===== src/rtl/scene_sequencer.sv =====
// Scene sequencer: turns v_sync into a frame strobe, runs a free-running
// animation counter, and steps four scenes through fade-in, hold and fade-out.
module scene_sequencer #(
  parameter int HOLD_FRAMES = 240,
  parameter int FADE_FRAMES = 8
) (
  input  logic       clk,
  input  logic       rst_n,
  input  logic       v_sync,
  input  logic       pause,
  input  logic       skip,
  output logic       frame_tick,
  output logic [9:0] anim_ctr,
  output logic [1:0] scene,
  output logic [2:0] layer_en,
  output logic [1:0] fade
);

  typedef enum logic [1:0] {
    FADE_IN  = 2'd0,
    HOLD     = 2'd1,
    FADE_OUT = 2'd2
  } state_t;

  localparam logic [9:0] HOLD_LAST = 10'(HOLD_FRAMES - 1);
  localparam logic [9:0] FADE_LAST = 10'(FADE_FRAMES - 1);

  state_t     state_q, state_d;
  logic [9:0] fcnt_q, fcnt_d;
  logic [1:0] fade_d;
  logic [1:0] scene_d;
  logic       vs_q;
  logic       eff_tick;

  assign eff_tick = frame_tick & ~pause;

  // vs_q resets high so a v_sync already asserted at reset release is not
  // mistaken for a new frame.
  // NOTE: sequential state uses non-blocking assignments so every register
  // samples the pre-edge values of its neighbours.
  always_ff @(posedge clk or negedge rst_n) begin
    if (!rst_n) begin
      vs_q       <= 1'b1;
      frame_tick <= 1'b0;
      anim_ctr   <= '0;
    end else begin
      vs_q       <= v_sync;
      frame_tick <= v_sync & ~vs_q;
      if (eff_tick) anim_ctr <= anim_ctr + 10'd1;
    end
  end

  always_ff @(posedge clk or negedge rst_n) begin
    if (!rst_n) begin
      state_q <= FADE_IN;
      fcnt_q  <= '0;
      fade    <= 2'd0;
      scene   <= 2'd0;
    end else begin
      state_q <= state_d;
      fcnt_q  <= fcnt_d;
      fade    <= fade_d;
      scene   <= scene_d;
    end
  end

  // NOTE: every next-state signal gets a hold default before any branch,
  // so no path through this block can infer a latch.
  always_comb begin
    state_d = state_q;
    fcnt_d  = fcnt_q;
    fade_d  = fade;
    scene_d = scene;

    if (skip && state_q != FADE_OUT) begin
      // Abandon the scene; skip wins over any coincident tick and ignores pause.
      state_d = FADE_OUT;
      fcnt_d  = '0;
    end else if (eff_tick) begin
      unique case (state_q)
        FADE_IN: begin
          if (fcnt_q == FADE_LAST) begin
            fcnt_d = '0;
            fade_d = fade + 2'd1;
            if (fade == 2'd2) state_d = HOLD;
          end else begin
            fcnt_d = fcnt_q + 10'd1;
          end
        end
        HOLD: begin
          if (fcnt_q == HOLD_LAST) begin
            fcnt_d  = '0;
            state_d = FADE_OUT;
          end else begin
            fcnt_d = fcnt_q + 10'd1;
          end
        end
        FADE_OUT: begin
          if (fcnt_q == FADE_LAST) begin
            fcnt_d = '0;
            // A skip taken at fade=0 must not underflow to full brightness.
            if (fade <= 2'd1) begin
              fade_d  = 2'd0;
              scene_d = scene + 2'd1;
              state_d = FADE_IN;
            end else begin
              fade_d = fade - 2'd1;
            end
          end else begin
            fcnt_d = fcnt_q + 10'd1;
          end
        end
        default: begin
          state_d = FADE_IN;
          fcnt_d  = '0;
        end
      endcase
    end
  end

  // Layer order is {overlay, sine, sine_bg}.
  always_comb begin
    layer_en = 3'b011;
    unique case (scene)
      2'd0: layer_en = 3'b011;
      2'd1: layer_en = 3'b001;
      2'd2: layer_en = 3'b111;
      2'd3: layer_en = 3'b110;
      default: layer_en = 3'b011;
    endcase
  end

endmodule


===== config.mk =====
export PLATFORM = sky130hd
export DESIGN_NAME = scene_sequencer
export DESIGN_NICKNAME = d
export VERILOG_FILES = /design/src/rtl/scene_sequencer.sv
export SDC_FILE = /design/constraint.sdc
export NUM_CORES = 1
export LEC_CHECK = 0
export ABC_AREA = 1
export BUFFER_PORTS_ARGS = -buffer_cell sky130_fd_sc_hd__buf_2
export CORE_MARGIN = 5
export CORE_UTILIZATION = 40
export CTS_CLUSTER_DIAMETER = 30
export CTS_CLUSTER_SIZE = 16
export DETAILED_ROUTE_END_ITERATION = 10
export PLACE_DENSITY = 0.69
export REMOVE_ABC_BUFFERS = 1
export SKIP_LAST_GASP = 1
export SLEW_MARGIN = 10
export SYNTH_ARGS = -nofsm -noshare
export SYNTH_HDL_FRONTEND = slang
export SYNTH_SLANG_ARGS = --single-unit

===== constraint.sdc =====
create_clock -name clk -period 1.35 [get_ports clk]
set_input_delay 0.2025 -clock clk [delete_from_list [all_inputs] [get_ports clk]]
set_output_delay 0.2025 -clock clk [all_outputs]
set_load 0.05 [all_outputs]

==> results.yml, run 1 <==
status:
  outcome: "finished, violations left"
  violations: "negative setup slack"
detailed_routing:
  drc: 0
  via_per_inst: 4.83
  drt_wl_total_um: 4020
  ant_nets: 0
  wl_per_cell_um: 12.5
  dr.pass1.iters: 6
  drt_iter0_markers: 78
  route.vias.total: 1551
die:
  dieArea_um2: 5630
  core_area_um2: 4060
  core.rowCount: 23
  start_util: 0.417
  dieWidth_um: 75.1
  die_y_um: 75.1
  io_pins: 23
global_route:
  use_met1: 0.181
  gr-max-usage-layer: "met2"
  grt_max_degree: 17
  grt_pass1_wl_um: 6510
  grtUsageTotal: 0.150
  grt-ovfl-total: 0
  grt_util_met2: 0.272
  antenna_found_initial: 0
  grt_pass1_vias: 1507
  use_met3: 0.0240
yosys:
  synth_area_um2: 1690
  ys_ff_latch: 28
  ys_types: 27
  postSynthCellCount: 210
  synthDominantCellAreaShare: 0.399
  syn_area_per_cell_um2: 8.06
  ys_seq_area_frac: 0.415
  yosys_warnings: 0
  synth.top_cells.by_area: "dfrtp_1 40%, nand2_1 13%, xor2_1 7.8%"
  yosys.area.top_type: "dfrtp_1"
place:
  dp_hpwl_um: 2640
  pre_cts_slack_ns: -0.0677
  dp_cells: 305
  dpl_cell_area_um2: 2050
  gp_congestion: 0.843
  numPortBuffers: 22
clock_network:
  clk_latency_ns: 0.28
  clockBufferDepth: 2
  clk_pin_slew_ns: 0.10
  cts_tree: "built"
  numCtsBuffers: 3
  root_buffer: "clkbuf_8"
  cts_sinks: 28
  cts_htree_levels: 1
sta:
  finalSetupViolations: 16
  rsz0062_at_grt: "yes"
  period_share: 1.10
  min_period_ns: 1.49
  setup_slack_ns: -0.138
  finalHoldViolations: 0
  maxSlewViolCount: 0
  hold_slack_ns: 0.0167
  max_freq_mhz: 672
  relSlewSlack: 0.773
  fin_worst_skew_ns: 0.00773
  tns_ns: -1.25
  worstMarginPinSlew_ns: 0.340
layout:
  drive_above_1_share: 0.402
  nets: 286
  design_area_um2: 2390
  n_antenna_cell: 0
  fin_cells: 321
  area_growth_pct: 41.0
critical_path:
  critical_path_arrival_ns: 1.29
  critPathKind: "register to primary output"
  startpoint_type: "register"
  cp.required_ns: 1.15
  crit_chain: "ha_2 > or2_4 > buf_8"
  critPathMaxFanout: 3
  end_kind: "primary output"
  critPathMaxStageDelay_ns: 0.43
  cpMaxStageDelayCell: "dfrtp_1"
worst_hold_path:
  worstHoldPathType: "input port to register"
power_and_ir_drop:
  ir_drop_uv: 527
  p_leak_nw: 1.22
  power.density_nw_per_um2: 1270
flow_run:
  cap_violations: 0
[per-layer routing]
metal | vias up | share of wire
met5 | - | 0
met4 | 0 | 0.013
met3 | 6 | 0.034
met2 | 24 | 0.52
met1 | 742 | 0.43
li1 | 779 | -
[final timing paths]
kind,start,endpoint,slack (ns),depth (start not counted)
hold reg to reg,vs_q,frame_tick,0.49,1
setup / recovery,scene[1],layer_en[2],-0.14,3
min in group asynchronous,rst_n,anim_ctr[5],0.34,2
max in group asynchronous,rst_n,vs_q,0.54,3
hold / removal,v_sync,vs_q,0.02,1
setup reg to reg,fcnt_q[1],fcnt_q[5],-0.11,8
[worst max-delay path, delay by kind of cell, from the launching register on]
family	cells	cell delay [ns]
and+or+nand+nor	1	0.25
buffers and inverters	1	0.15
adders and majority gates	1	0.19
DFF	1	0.43
[placed cells by master (no fill, tap or decap), drive strengths merged]
cell,netlist,final
clkbuf,0,3
o21ai,10,10
a21oi,2,2
ha,9,9
inv,30,30
dfstp,1,1
nand2,62,63
clkinv,1,1
dlygate4sd3,0,1
nor2,21,21
and3,1,1
xnor2,1,1
nor3,3,3
bufinv,0,1
xor2,15,15
nand4,4,4
nand3,16,16
or2,2,2
nand3b,4,4
buf,1,56
dfrtp,27,27
[report_power, final]
part	internal, mW	switching (mW)	leakage [nW]	total [mW]
clock	0.397	0.271	0.0357	0.668
sequential	0.969	0.167	0.348	1.14
combinational	0.367	0.862	0.833	1.23
[synth_stat cells]
cell / number
nand2_1: 57
o21ai_0: 4
nand4_1: 3
nand3_1: 16
inv_1: 29
nor2_4: 2
a21oi_2: 2
nor2_1: 15
dfrtp_1: 27
xor2_1: 15
o21ai_1: 4
clkinv_1: 1
nand3b_1: 4
xnor2_1: 1
ha_1: 9
nand2_4: 2
o21ai_2: 2
nand2_2: 3
nor3_1: 2
and3_1: 1
nand4_2: 1
or2_2: 2
nor3_2: 1
inv_2: 1
nor2_2: 4
buf_4: 1
dfstp_2: 1
[cell type report]
type,instances,area [um2]
Sequential cell,28,703
Inverter,31,116
Multi-Input combinational cell,151,1020
Clock inverter,1,30.0
Fill cell,354,1670
Clock buffer,3,41.3
Timing Repair Buffer,57,414
Tap cell,50,62.6
[cells by family after synthesis]
group / Yosys count / share of synthesized area
fa+ha+maj: 9 / 0.0665
compound gates: 12 / 0.0444
buf+inv: 32 / 0.0732
simple gates: 113 / 0.319
flops: 28 / 0.415
xor+xnor: 16 / 0.0828
[stage by stage]
step | util | power (mW)
floorplan | - | 1.87
detailed placement | 0.505 | 2.20
CTS | 0.568 | 2.94
global placement | 0.505 | 2.18
global route | 0.588 | 3.17
finish | 0.588 | 3.03
[registers in the layout, summed over array words and instances (netlist names)]
signal      cells
anim_ctr       10
fade            2
fcnt_q         10
frame_tick      1
scene           2
state_q         2
vs_q            1
[timing repair]
action	4_1_cts	5_1_grt
pin swaps	10	5
endpoints found under the hold margin	13	0
hold buffers	1	0
endpoints found under the setup margin	19	23
gates cloned	1	0
gates resized for setup	27	17
buffers inserted	9	2
Note: power is estimated with default switching activity, not from simulation.
==> inputs of run 2 (changes only) <==
Settings changed: BUFFER_PORTS_ARGS -buffer_cell sky130_fd_sc_hd__buf_2 to unset, CORE_UTILIZATION 40 to 45, DONT_BUFFER_PORTS set to 1, PLACE_DENSITY 0.69 to 0.68.
Clock period 1.35 ns to 1.55 ns, I/O delays scaled along.
==> run 2 against run 1 <==
Against the previous run: the run now ends clean; utilization is 0.94 points lower; non-clock buffer count down 27; global-route usage is 2.0 points lower; cell count fell by 9.3%; worst setup slack improved by 0.19 ns; clock power decreased by 15%; flip-flop and latch count did not move; largest power group is now sequential cells; die area shrank 9.7%; register-to-register slack improved by 0.24 ns; critical path depth grew 1; clock skew fell by 0.0065 ns.
==> results.yml, run 2 (same netlist as run 1, synthesis figures left out) <==
status:
  outcome: "complete, no violations"
global_route:
  antenna_found_initial: 0
  grt_max_degree: 29
  grt_pass1_vias: 1289
  grt_pass1_wl_um: 5500
  grt-ovfl-total: 0
  grtUsageTotal: 0.130
clock_network:
  clk_latency_ns: 0.27
  numCtsBuffers: 3
  clockBufferDepth: 2
  cts_tree: "built"
  clk_pin_slew_ns: 0.09
  cts_htree_levels: 1
  cts_sinks: 28
  root_buffer: "clkbuf_8"
die:
  die_y_um: 71.3
  dieArea_um2: 5090
  core.rowCount: 22
  start_util: 0.462
  core_area_um2: 3660
  io_pins: 23
  dieWidth_um: 71.3
sta:
  maxSlewViolCount: 0
  relSlewSlack: 0.855
  fin_worst_skew_ns: 0.00119
  max_freq_mhz: 668
  finalHoldViolations: 0
  worstMarginPinSlew_ns: 0.217
  min_period_ns: 1.50
  period_share: 0.965
  hold_slack_ns: 0.0458
  finalSetupViolations: 0
critical_path:
  critPathMaxFanout: 3
  critical_path_arrival_ns: 1.26
  end_kind: "primary output"
  startpoint_type: "register"
  cp.required_ns: 1.32
  critPathKind: "register to primary output"
place:
  dpl_cell_area_um2: 1930
  numPortBuffers: 0
  dp_hpwl_um: 2350
  gp_congestion: 0.819
detailed_routing:
  wl_per_cell_um: 11.3
  route.vias.total: 1403
  drt_wl_total_um: 3280
  via_per_inst: 4.82
  drt_iter0_markers: 67
  drc: 0
  dr.pass1.iters: 5
  ant_nets: 0
layout:
  nets: 258
  design_area_um2: 2120
  n_antenna_cell: 0
  largestRegisters: "anim_ctr x10, fcnt_q x10"
  mostFrequentLayoutCell: "nand2_1"
  drive_above_1_share: 0.255
  area_growth_pct: 25.2
  mostFrequentLayoutCells: "57 x nand2_1, 28 x inv_1, 25 x buf_4, 24 x dfrtp_1"
power_and_ir_drop:
  ir_drop_uv: 598
  p_leak_nw: 1.07
  p_total_mw: 2.47
  power.density_nw_per_um2: 1170
worst_hold_path:
  worstHoldPathType: "input port to register"
flow_run:
  cap_violations: 0
run 2: what timing repair did:
action	4_1_cts	5_1_grt
hold buffers	3	0
gates resized for setup	1	10
setup buffers	1	5
hold endpoints to repair	29	0
endpoints found under the setup margin	1	17
pin swaps	0	1
run 2: layout make-up:
type | instances | area (um2)
fill | 332 | 1540
clock inverter | 1 | 30.0
multi-input combinational | 150 | 895
clock buffer | 3 | 41.3
timing repair buffer | 30 | 268
tap | 48 | 60.1
inverter | 31 | 120
sequential | 28 | 706
run 2: metrics by stage:
stage               setup TNS, ns  setup slack (ns)  utilization  instances
CTS                             0            0.0203        0.560        286
detailed placement              0            0.0448        0.527        278
floorplan                  -0.911            -0.211            -        209
finish                          0            0.0537        0.579        291
global route             -0.00314          -0.00314        0.579        291
global placement                0            0.0819        0.527        278
run 2: worst max-delay path: stages, from the launching register on:
cell	delay, ns
dfrtp_1	0.41
buf_4	0.15
ha_1	0.19
inv_1	0.10
buf_12	0.14
run 2: per-layer routing:
metal	vias to the layer above	routed length (um)	track usage
met5	-	0	0
met4	0	33	0.0271
met3	4	157	0.0309
met2	28	1580	0.224
met1	651	1510	0.164
li1	720	-	-
run 2: worst paths after layout:
kind / start / endpoint / slack, ns / cells after the start
min in group asynchronous: rst_n / scene[0] / 0.40 / 2
hold / removal: v_sync / frame_tick / 0.05 / 2
setup / recovery: scene[0] / layer_en[0] / 0.05 / 4
setup reg to reg: fcnt_q[1] / fcnt_q[9] / 0.13 / 8
hold reg to reg: state_q[0] / state_q[0] / 0.48 / 2
max in group asynchronous: rst_n / vs_q / 0.92 / 2
run 2: power breakdown:
part | switching, mW | leakage, nW | internal (mW) | total, mW
sequential | 0.116 | 0.345 | 0.844 | 0.959
clock | 0.225 | 0.0357 | 0.346 | 0.571
combinational | 0.657 | 0.693 | 0.284 | 0.942
total | 0.998 | 1.07 | 1.47 | 2.47
==> inputs of run 3 (changes only) <==
Settings changed: CORE_UTILIZATION 45 to 50, PLACE_DENSITY 0.68 to 0.76.
Clock period 1.55 ns to 1.3 ns, I/O delays scaled along.
==> run 3 against run 2 <==
Against the previous run: the run now ends with negative setup slack left; routed wire length rose by 81%; combinational power rose by 65%; sequential power grew 26%; sequential share of layout area is 6.3 points lower; worst setup slack lost 0.37 ns; clock skew grew 0.0047 ns; flip-flop and latch count unchanged; power increased by 37%; global-route usage increased by 6.9 points; critical path type is now register to register.
==> results.yml, run 3 (same netlist as run 1, synthesis figures left out) <==
detailed_routing:
  drc: 0
  drt_iter0_markers: 178
  route.vias.total: 1803
  dr.pass1.iters: 8
  wl_per_cell_um: 18.4
  via_per_inst: 5.58
  drt_wl_total_um: 5930
  ant_nets: 0
clock_network:
  clockBufferDepth: 2
  cts_htree_levels: 1
  cts_tree: "built"
  clk_pin_slew_ns: 0.16
  numCtsBuffers: 3
  cts_sinks: 28
  clk_latency_ns: 0.36
  root_buffer: "clkbuf_4"
layout:
  nets: 292
  largestRegisters: "anim_ctr x10, fcnt_q x10"
  mostFrequentLayoutCell: "nand2_1"
  drive_above_1_share: 0.458
  area_growth_pct: 54.5
  mostFrequentLayoutCells: "52 x nand2_1, 50 x buf_4, 26 x inv_1, 24 x dfrtp_1, 15 x xor2_1"
  n_antenna_cell: 0
  fin_cells: 323
critical_path:
  r2r_end: "state_q[0]"
  crit_top_cell: "nand2_1"
  critPathKind: "register to register"
  end_kind: "register"
  critical_path.top_delay_family: "simple AND/OR/NAND/NOR gates"
  critical_path_arrival_ns: 1.88
  reg2reg_depth: 9
  cp-startpoint: "state_q[0]"
  endpoint: "state_q[0]"
  startpoint_type: "register"
  critPathMaxFanout: 3
  cpMaxStageDelayCell: "dfrtp_1"
  cp.required_ns: 1.56
  worst-path-buf-inv: 2
  worstReg2RegStart: "state_q[0]"
  crit_chain: "inv_1 > nand2_1 > nor2_2 > nand2_1 > nand2_1 > a21oi_4 > buf_4 > nand4_1 > nand2_1"
  reg2reg_slack_ns: -0.31
  critPathMaxStageDelay_ns: 0.43
  path_depth: 9
global_route:
  grt_pass1_vias: 1601
  grt-ovfl-total: 0
  grt_pass1_wl_um: 6970
  antenna_found_initial: 0
  grt_max_degree: 29
  grtUsageTotal: 0.199
sta:
  min_period_ns: 1.61
  relSlewSlack: 0.786
  rsz0062_at_grt: "yes"
  maxSlewViolCount: 0
  setup_slack_ns: -0.314
  finalHoldViolations: 0
  max_freq_mhz: 620
  period_share: 1.24
  fin_worst_skew_ns: 0.00591
  finalSetupViolations: 24
  worstMarginPinSlew_ns: 0.319
die:
  start_util: 0.511
  io_pins: 23
  core.rowCount: 21
  dieWidth_um: 68.2
  die_y_um: 68.2
  dieArea_um2: 4650
  core_area_um2: 3310
power_and_ir_drop:
  power.density_nw_per_um2: 1290
  p_leak_nw: 1.30
  p_total_mw: 3.38
  ir_drop_uv: 571
place:
  dp_hpwl_um: 2620
  dp_cells: 294
  numPortBuffers: 0
  gp_congestion: 0.843
status:
  outcome: "finished, violations left"
  violations: "negative setup slack"
flow_run:
  cap_violations: 0
worst_hold_path:
  worstHoldPathType: "input port to register"
[run 3: changes by cell type in the layout (fill, tap and decap cells not counted), sizes merged]
| cell | previous run | this run |
|---|---|---|
| clkinvlp | 1 | 0 |
| buf | 28 | 61 |
| nand2 | 62 | 63 |
| clkinv | 0 | 1 |
[run 3: worst reg2reg max path, stage by stage, from the launching register on]
cell	delay [ns]
dfrtp_1	0.43
inv_1	0.16
nand2_1	0.10
nor2_2	0.24
nand2_1	0.13
nand2_1	0.13
a21oi_4	0.05
buf_4	0.14
nand4_1	0.07
nand2_1	0.07
[run 3: final cells by class]
cell class | count | area, um2
well taps | 46 | 57.6
fillers | 176 | 694
clock inverters | 1 | 30.0
inverters | 31 | 121
repair buffers | 63 | 549
clock buffers | 3 | 22.5
multi-input cells | 151 | 1130
flip-flops and latches | 28 | 706
[run 3: per-stage QoR]
stage | instance area, um2 | hold slack, ns | setup slack, ns | setup TNS, ns | util
after floorplan | 1690 | -0.101 | -0.461 | -6.29 | -
after global placement | 2060 | -0.100 | -0.0651 | -0.768 | 0.622
after detailed placement | 2060 | -0.100 | -0.124 | -1.40 | 0.622
after CTS | 2360 | 0.0258 | -0.227 | -2.48 | 0.714
after global routing | 2620 | 0.0827 | -0.375 | -6.06 | 0.790
final | 2620 | 0.0781 | -0.314 | -4.38 | 0.790
[run 3: power by group]
group,switching (mW),internal (mW)
Clock,0.304,0.312
Sequential,0.202,1.01
Combinational,1.04,0.515
Total,1.55,1.84
[run 3: worst min-delay path by stage]
stage / slack, ns / from / to / cells past startpoint
floorplan: -0.10 / rst_n / anim_ctr[0] / 0
global placement: -0.1 / rst_n / anim_ctr[4] / 0
detailed placement: -0.1 / rst_n / anim_ctr[5] / 0
CTS: 0.03 / pause / anim_ctr[3] / 3
global route: 0.08 / skip / state_q[0] / 3
finish: 0.08 / skip / state_q[0] / 3
[run 3: layer usage]
metal | global-route usage | share of wire | up-vias
met5 | 0 | 0 | -
met3 | 0.0296 | 0.068 | 41
met1 | 0.223 | 0.38 | 880
met4 | 0.0893 | 0.054 | 0
met2 | 0.367 | 0.50 | 93
li1 | - | - | 789
[run 3: repair_timing]
action                                  4_1_cts  5_1_grt
hold buffers                                  3        0
endpoints found under the setup margin       22       26
buffers inserted                              9       14
endpoints found under the hold margin        30        0
pin swaps                                    15       20
gates cloned                                  1        0
resized for setup                            35       36
